$ cat src/rtl/mem_port_arbiter.sv
// Arbiter/sequencer for one shared multi-cycle memory port serving instruction
// fetch and the MEM stage, with bounded MEM priority so fetch cannot starve.
module mem_port_arbiter #(
  parameter int REGSIZE      = 32,
  parameter int STARVE_LIMIT = 4
) (
  input  logic               clk,
  input  logic               r,
  input  logic               if_req,
  input  logic [REGSIZE-1:0] if_addr,
  output logic [REGSIZE-1:0] if_rdata,
  output logic               if_valid,
  input  logic               mem_read,
  input  logic               mem_write,
  input  logic [REGSIZE-1:0] mem_addr,
  input  logic [REGSIZE-1:0] mem_wdata,
  output logic [REGSIZE-1:0] mem_rdata,
  output logic               mem_done,
  output logic               stall_if,
  output logic               stall_mem,
  output logic               bus_req,
  output logic               bus_we,
  output logic [REGSIZE-1:0] bus_addr,
  output logic [REGSIZE-1:0] bus_wdata,
  input  logic [REGSIZE-1:0] bus_rdata,
  input  logic               bus_ack
);

  localparam logic [1:0] IDLE     = 2'd0;
  localparam logic [1:0] BUSY_IF  = 2'd1;
  localparam logic [1:0] BUSY_MEM = 2'd2;

  localparam int              CW    = $clog2(STARVE_LIMIT + 1);
  localparam logic [CW-1:0]   LIMIT = CW'(STARVE_LIMIT);

  logic [1:0]         state_q,     state_d;
  logic [CW-1:0]      starve_q,    starve_d;
  logic               bus_req_q,   bus_req_d;
  logic               bus_we_q,    bus_we_d;
  logic [REGSIZE-1:0] bus_addr_q,  bus_addr_d;
  logic [REGSIZE-1:0] bus_wdata_q, bus_wdata_d;
  logic [REGSIZE-1:0] if_rdata_q,  if_rdata_d;
  logic               if_valid_q,  if_valid_d;
  logic [REGSIZE-1:0] mem_rdata_q, mem_rdata_d;
  logic               mem_done_q,  mem_done_d;

  logic mem_pend;
  logic turnaround;

  assign mem_pend   = mem_read | mem_write;
  // The requester consumes its result in the pulse cycle, so no grant then.
  assign turnaround = if_valid_q | mem_done_q;

  always_comb begin
    // NOTE: every next-state signal gets a default first so no path infers a latch.
    state_d     = state_q;
    starve_d    = starve_q;
    bus_req_d   = bus_req_q;
    bus_we_d    = bus_we_q;
    bus_addr_d  = bus_addr_q;
    bus_wdata_d = bus_wdata_q;
    if_rdata_d  = if_rdata_q;
    if_valid_d  = 1'b0;
    mem_rdata_d = mem_rdata_q;
    mem_done_d  = 1'b0;

    case (state_q)
      IDLE: begin
        if (!turnaround) begin
          if (mem_pend && (!if_req || (starve_q < LIMIT))) begin
            state_d     = BUSY_MEM;
            bus_req_d   = 1'b1;
            bus_we_d    = mem_write;
            bus_addr_d  = mem_addr;
            bus_wdata_d = mem_wdata;
            if (!if_req)                starve_d = '0;
            else if (starve_q != LIMIT) starve_d = starve_q + CW'(1);
          end else if (if_req) begin
            state_d     = BUSY_IF;
            bus_req_d   = 1'b1;
            bus_we_d    = 1'b0;
            bus_addr_d  = if_addr;
            bus_wdata_d = '0;
            starve_d    = '0;
          end
        end
      end
      BUSY_IF: begin
        if (bus_ack) begin
          state_d    = IDLE;
          bus_req_d  = 1'b0;
          if_rdata_d = bus_rdata;
          if_valid_d = 1'b1;
        end
      end
      BUSY_MEM: begin
        if (bus_ack) begin
          state_d    = IDLE;
          bus_req_d  = 1'b0;
          mem_done_d = 1'b1;
          if (!bus_we_q) mem_rdata_d = bus_rdata;
        end
      end
      default: state_d = IDLE;
    endcase
  end

  // NOTE: sequential state uses non-blocking assignments only.
  always_ff @(posedge clk or posedge r) begin
    if (r) begin
      state_q     <= IDLE;
      starve_q    <= '0;
      bus_req_q   <= 1'b0;
      bus_we_q    <= 1'b0;
      bus_addr_q  <= '0;
      bus_wdata_q <= '0;
      if_rdata_q  <= '0;
      if_valid_q  <= 1'b0;
      mem_rdata_q <= '0;
      mem_done_q  <= 1'b0;
    end else begin
      state_q     <= state_d;
      starve_q    <= starve_d;
      bus_req_q   <= bus_req_d;
      bus_we_q    <= bus_we_d;
      bus_addr_q  <= bus_addr_d;
      bus_wdata_q <= bus_wdata_d;
      if_rdata_q  <= if_rdata_d;
      if_valid_q  <= if_valid_d;
      mem_rdata_q <= mem_rdata_d;
      mem_done_q  <= mem_done_d;
    end
  end

  assign bus_req   = bus_req_q;
  assign bus_we    = bus_we_q;
  assign bus_addr  = bus_addr_q;
  assign bus_wdata = bus_wdata_q;
  assign if_rdata  = if_rdata_q;
  assign if_valid  = if_valid_q;
  assign mem_rdata = mem_rdata_q;
  assign mem_done  = mem_done_q;

  assign stall_if  = if_req & ~if_valid_q;
  assign stall_mem = mem_pend & ~mem_done_q;

endmodule

$ cat config.mk
export PLATFORM = sky130hd
export DESIGN_NAME = mem_port_arbiter
export DESIGN_NICKNAME = d
export VERILOG_FILES = /design/src/rtl/mem_port_arbiter.sv
export SDC_FILE = /design/constraint.sdc
export NUM_CORES = 1
export LEC_CHECK = 0
export CORE_MARGIN = 10
export CORE_UTILIZATION = 35
export DETAILED_ROUTE_END_ITERATION = 10
export MAX_ROUTING_LAYER = met4
export PLACE_DENSITY_LB_ADDON = 0.1
export SETUP_SLACK_MARGIN = 0.5
export SYNTH_ARGS = -nofsm -noshare
export SYNTH_HDL_FRONTEND = slang
export SYNTH_SLANG_ARGS = --single-unit
$ cat constraint.sdc
create_clock -name clk -period 5.19 [get_ports clk]
set_clock_uncertainty 0.05 [all_clocks]
set_input_delay 1.038 -clock clk [delete_from_list [all_inputs] [get_ports clk]]
set_output_delay 1.038 -clock clk [all_outputs]
set_load 0.05 [all_outputs]
==> results of run 1 <==
## placed cells by master (no fill, tap or decap), drive strengths merged
cell type / n
nor3b: 1
mux2: 64
a21oi: 2
nand2b: 2
o21ai: 69
nand3b: 1
dfrtp: 137
mux2i: 32
o31ai: 1
buf: 5
clkdlybuf4s50: 267
or3: 1
nor2b: 2
ha: 5
clkbuf: 18
nand3: 2
clkinvlp: 4
and2: 1
clkinv: 5
bufinv: 4
nand2: 109
nor2: 3
inv: 8
o311ai: 3
## critical path: cells and delay by family
kind | cells | cell delay, ps
buffers and inverters | 2 | 1480
AND/OR/NAND/NOR | 2 | 300
## per-layer routing
metal  track usage  share of wire  vias up
met2         0.274           0.52      158
met5             -              0        -
li1              -              -     2109
met1         0.164           0.37     2038
met3        0.0645          0.082       28
met4        0.0616          0.024        0
## stage by stage
step                      worst slack, ps  area, um^2  total power [W]   util  instances
after detailed placement             1310        8470          0.00592  0.535        930
after global routing                 1260        9100          0.00750  0.575        962
after CTS                            1310        9100          0.00724  0.575        962
after floorplan                      2360        5630          0.00453      -        469
after global placement               1360        8470          0.00585  0.535        930
final                                1290        9100          0.00713  0.575        962
## final timing paths
check | from | to | slack, ps
min in group asynchronous | r | if_rdata[2]$_DFFE_PP0P_ | 1090
worst max-delay path | mem_write | stall_mem | 1290
worst min-delay path | bus_wdata[14]$_DFFE_PP0P_ | bus_wdata[14]$_DFFE_PP0P_ | 420
worst min register to register | bus_wdata[14]$_DFFE_PP0P_ | bus_wdata[14]$_DFFE_PP0P_ | 420
max in group asynchronous | r | bus_wdata[7]$_DFFE_PP0P_ | 3420
worst max register to register | state_q[0]$_DFFE_PP0P_ | bus_wdata[5]$_DFFE_PP0P_ | 2790
## flip-flops by register name, indices dropped and copies added (netlist names), 2 cells and up
register	count
state_q	2
bus_wdata	32
mem_rdata	32
bus_addr	32
starve_q	3
if_rdata	32
## kinds of logic after synthesis
| group | synth area share |
|---|---|
| muxes | 0.185 |
| DFF | 0.609 |
| AOI/OAI and AO/OA | 0.0736 |
| adders and majority gates | 0.0111 |
| and+or+nand+nor | 0.0858 |
| buffers and inverters | 0.0354 |
## layout make-up
class                   instances  area [um^2]
fillers                      1296         6730
clock buffers                  18          439
inverters                       7         30.0
well taps                     216          270
repair buffers                272         2720
flip-flops and latches        137         3430
clock inverters                14          196
multi-input cells             298         2020
## report_power, final
group / leakage [nW] / switching (W) / internal [W]
sequential: 1.68 / 0.000262 / 0.00159
combinational: 1.91 / 0.00265 / 0.00134
clock: 0.303 / 0.000470 / 0.000820
total: 3.90 / 0.00338 / 0.00376
==> metrics.md, run 1 <==
| Metric | Value |
|---|---|
| Vias | `4,333` |
| H-tree lvl count | `4` |
| Post-synth ARST share | `1.00` |
| Synth Register Bits | `137` |
| Setup CP Type | `input pin to output pin` |
| Outcome | `complete, no violations` |
| HPWL Detailed | `12,800 um` |
| Setup_tns | `0 ps` |
| Rel. slew slack | `0.216` |
| Post-cts sizing count | `0` |
| WP data required | `4100 ps` |
| Synth area leader | `dfrtp_1` |
| RSZ-0062 raised after global routing | `no` |
| Max incr delay on CP | `850 ps` |
| Number of global-route vias before repair | `4,808` |
| Iter 0 DRT Violations | `125` |
| First-pass GRT wire length | `26,400 um` |
| Pre-antenna DRT Iters | `5` |
| Clk_lat worst skew | `410 ps` |
| Largest cells by area after synthesis | `dfrtp_1, mux2_2, nand2_1` |
| Clk pin slew, worst setup/hold paths | `60 ps` |
| WP data arrival | `2820 ps` |
| Fin crit period | `3900 ps` |
| Pleak | `3.90 nW` |
| Count of pins over their slew limit | `0` |
| Final Cycle Share | `0.752` |
| Max Fclk | `0.256 GHz` |
| PortBufs | `267` |
| Count leader, synth | `dfrtp_1` |
| Startpoint types | `input pin` |
| Commonest cells post-synth | `dfrtp_1, nand2_1, mux2_2` |
| Max FO, Critical Path | `5` |
| Sequential share of the synthesized area | `0.609` |
| Nets | `872` |
| Grt ovf | `0` |
| Final Hold Vio Count | `0` |
| Num CTS Buffers | `17` |
| Number of flops mapped to enable cells by yosys | `0` |
| Chip width | `147 um` |
| Clock tree buffer depth | `2` |
| CP max stage cell | `clkdlybuf4s50_1` |
| Max VDD drop | `470 uV` |
| Antenna violations before repair | `0` |
| Core area | `15,800 um^2` |
| Fin Hold WS | `423 ps` |
| Diodes inserted | `0` |
| Post-synth top area share | `0.609` |
| Mapped Area | `5630 um^2` |
| Clock root cell | `clkbuf_16` |
| Synth Instances | `469` |
| DIE AREA | `21,600 um^2` |
| Placer Congestion | `0.740` |
| Synthesis Warnings | `0` |
| Pwr per Cell Area | `784 nW/um^2` |
| Cell Chain, Critical Path | `clkdlybuf4s50_1, nor2_1, nor2_1, clkdlybuf4s50_1` |
| Post-CTS Hold Buffers | `0` |
| Die H | `147 um` |
| CTS tree | `built` |
| Max-Cap Viols | `0` |
| Row Count | `46` |
| Layout cell share with drive strength beyond 1 | `0.139` |
| # IOs | `268` |
| Vias per Instance | `4.50` |
| Hold WC Path Type | `flip-flop to flip-flop` |
| DRC | `0` |
| DRT Wirelength | `16,900 um` |
| Syn avg cell area | `12.0 um^2` |
| Slew @ Worst Pin | `1180 ps` |
| Tot GR Track Use | `0.161` |
| Area Growth Syn to Fin | `61.7%` |
| Post-route ant nets | `0` |
| WL/cell | `17.5 um` |
| Post-synth net total | `608` |
| Largest net degree at the start of global routing | `138` |
| Yosys cell types | `27` |
| Initial Util | `0.356` |
| Hold depth | `2` |
| Setup Fix Bufs, Post-CTS | `0` |
| R2R depth | `5` |
| Primary FF master, synth | `dfrtp_1` |
| # clock sinks | `137` |
| Critical path capture point type | `output pin` |
| Setup violators final | `0` |
(Power assumes the default switching activity.)
==> run 2: changes to the inputs <==
==> constraint.sdc (replaced) <==
create_clock -name clk -period 4.1 [get_ports clk]
set_clock_uncertainty 0.05 [all_clocks]
set_input_delay 0.82 -clock clk [delete_from_list [all_inputs] [get_ports clk]]
set_output_delay 0.82 -clock clk [all_outputs]
set_load 0.05 [all_outputs]
==> run 2 against run 1 <==
  * Count of clock-buffer cells in the layout increased by 2
  * Highest routed layer unchanged
  * Design area down 0.96%
  * Combinational power up 27%
  * Utilization down 0.55 points
  * Sequential power grew 27%
  * Setup slack got worse by 610 ps
  * Non-clock buffer count increased by 2
  * Routed wire length rose by 2.5%
  * First-iteration DRC count grew 66%
  * Via count rose by 0.81%
==> metrics.md, run 2 (synthesis results as in run 1) <==
| Metric | Value |
|---|---|
| Setup_tns | `0 ps (unchanged)` |
| Reg-to-reg slack, setup | `2060 ps (-730 ps)` |
| Max-Cap Viols | `0 (unchanged)` |
| Outcome | `complete, no violations` |
| Pleak | `3.86 nW (-1.0%)` |
| Hold WC Path Type | `flip-flop to flip-flop` |
| Fin Hold WS | `427 ps (+4.25 ps)` |
| Startpoint types | `input pin` |
| DIE AREA | `21,600 um^2 (unchanged)` |
| Pwr per Cell Area | `975 nW/um^2 (+24%)` |
| Max Fclk | `0.292 GHz` |
| Post-route ant nets | `0 (unchanged)` |
| Num CTS Buffers | `17 (unchanged)` |
| Tot Pwr | `0.00879 W (+23%)` |
| Post-CTS Hold Buffers | `0 (unchanged)` |
| Chip width | `147 um (unchanged)` |
| Row Count | `46 (unchanged)` |
| Clk pin slew, worst setup/hold paths | `60 ps (about the same)` |
| Fin crit period | `3420 ps` |
| Max FO, Critical Path | `5 (unchanged)` |
| Non-filler instance count after layout | `964 (+0.21%)` |
| # clock sinks | `137 (unchanged)` |
| DRT Wirelength | `17,300 um (+2.5%)` |
| DRC | `0 (unchanged)` |
| WP data arrival | `2550 ps (-270 ps)` |
| Clock tree buffer depth | `2 (unchanged)` |
| Critical path capture point type | `output pin` |
| First-pass GRT wire length | `27,200 um (+3.1%)` |
| Initial Util | `0.356 (unchanged)` |
| Clock root cell | `clkbuf_16` |
| Diodes inserted | `0 (unchanged)` |
| Largest net degree at the start of global routing | `89 (-36%)` |
| Final Hold Vio Count | `0 (unchanged)` |
| Pre-antenna DRT Iters | `4 (-1)` |
| Grt ovf | `0 (unchanged)` |
| H-tree lvl count | `4 (unchanged)` |
| RSZ-0062 raised after global routing | `no` |
| WL/cell | `17.9 um (+2.3%)` |
| CTS tree | `built` |
| Clk_lat worst skew | `400 ps (about the same)` |
| Setup Fix Bufs, Post-CTS | `0 (unchanged)` |
| Max VDD drop | `418 uV (-11%)` |
| Vias | `4,368 (+0.81%)` |
| PortBufs | `267 (unchanged)` |
| Setup CP Type | `input pin to output pin` |
| Final Cycle Share | `0.834` |
| Most common cell after layout, fill and taps aside | `clkdlybuf4s50_1` |
| DP Cell Count | `932 (+0.22%)` |
| Nets | `874 (+0.23%)` |
| Count of pins over their slew limit | `0 (unchanged)` |
| Layout cell share with drive strength beyond 1 | `0.140 (+0.000964)` |
| WP data required | `3230 ps (-870 ps)` |
| Rel. slew slack | `0.370 (+0.154)` |
| Most frequent cells in the layout | `clkdlybuf4s50_1, dfrtp_1, nand2_1` |
| HPWL Detailed | `13,300 um (+4.1%)` |
| Tot GR Track Use | `0.166 (+0.00484)` |
| Antenna violations before repair | `0 (unchanged)` |
| Vias per Instance | `4.53 (+0.60%)` |
| Die H | `147 um (unchanged)` |
| Post-cts sizing count | `0 (unchanged)` |
| Final Util | `0.570 (-0.00553)` |
| Area Growth Syn to Fin | `60.2%` |
| Iter 0 DRT Violations | `208 (+66%)` |
| # IOs | `268 (unchanged)` |
| Placer Congestion | `0.734 (-0.80%)` |
| Core area | `15,800 um^2 (unchanged)` |
| Number of global-route vias before repair | `4,815 (+0.15%)` |
| Setup violators final | `0 (unchanged)` |
| # fillers | `1,358 (+4.8%)` |
| Slew @ Worst Pin | `943 ps (-234 ps)` |
run 2: cell types whose count changed in the layout (fill, tap and decap cells not counted):
cell,change
clkinvlp_4,+2
clkbuf_8,+1
buf_4,+2
clkinv_4,-3
clkbuf_1,+1
inv_6,-1
bufinv_16,-4
clkinv_2,+4
run 2: area by class of cell:
type	instances	area, um^2	share of cell area
inverter	7	30.0	0.00333
tap	216	270	0.0300
clock buffer	20	457	0.0507
multi-input combinational	298	2020	0.224
sequential	137	3430	0.380
timing repair buffer	274	2740	0.304
clock inverter	12	76.3	0.00847
run 2: per-layer routing:
| metal | global-route usage | part of all wire | up-vias |
|---|---|---|---|
| met5 | - | 0 | - |
| met4 | 0.0596 | 0.018 | 0 |
| met3 | 0.0627 | 0.077 | 23 |
| met2 | 0.282 | 0.53 | 159 |
| met1 | 0.172 | 0.38 | 2075 |
| li1 | - | - | 2111 |
run 2: final timing paths:
check                                                  to                     start  cells after the start
worst max-delay path                            stall_mem                 mem_write                      4
worst min-delay path             bus_addr[27]$_DFFE_PP0P_  bus_addr[27]$_DFFE_PP0P_                      2
worst max register to register    bus_addr[4]$_DFFE_PP0P_    state_q[0]$_DFFE_PP0P_                      5
worst min register to register   bus_addr[27]$_DFFE_PP0P_  bus_addr[27]$_DFFE_PP0P_                      2
max in group asynchronous       bus_wdata[15]$_DFFE_PP0P_                         r                      3
min in group asynchronous        bus_addr[17]$_DFFE_PP0P_                         r                      2
run 2: per-stage QoR:
step	setup slack, ps	cell area (um^2)
floorplan	1520	5630
global placement	689	8480
detailed placement	688	8480
CTS	687	9010
global route	626	9010
finish	679	9010
run 2: worst max-delay path: stages:
cell and delay, ps:
clkdlybuf4s50_1 640, nor2_1 160, nor2_1 110, clkdlybuf4s50_1 820
run 2: report_power, final:
part	switching [W]	total, W	leakage [nW]	internal (W)
Combinational	0.00336	0.00506	1.92	0.00171
Clock	0.000570	0.00137	0.254	0.000799
Sequential	0.000342	0.00236	1.68	0.00202
Total	0.00427	0.00879	3.86	0.00452
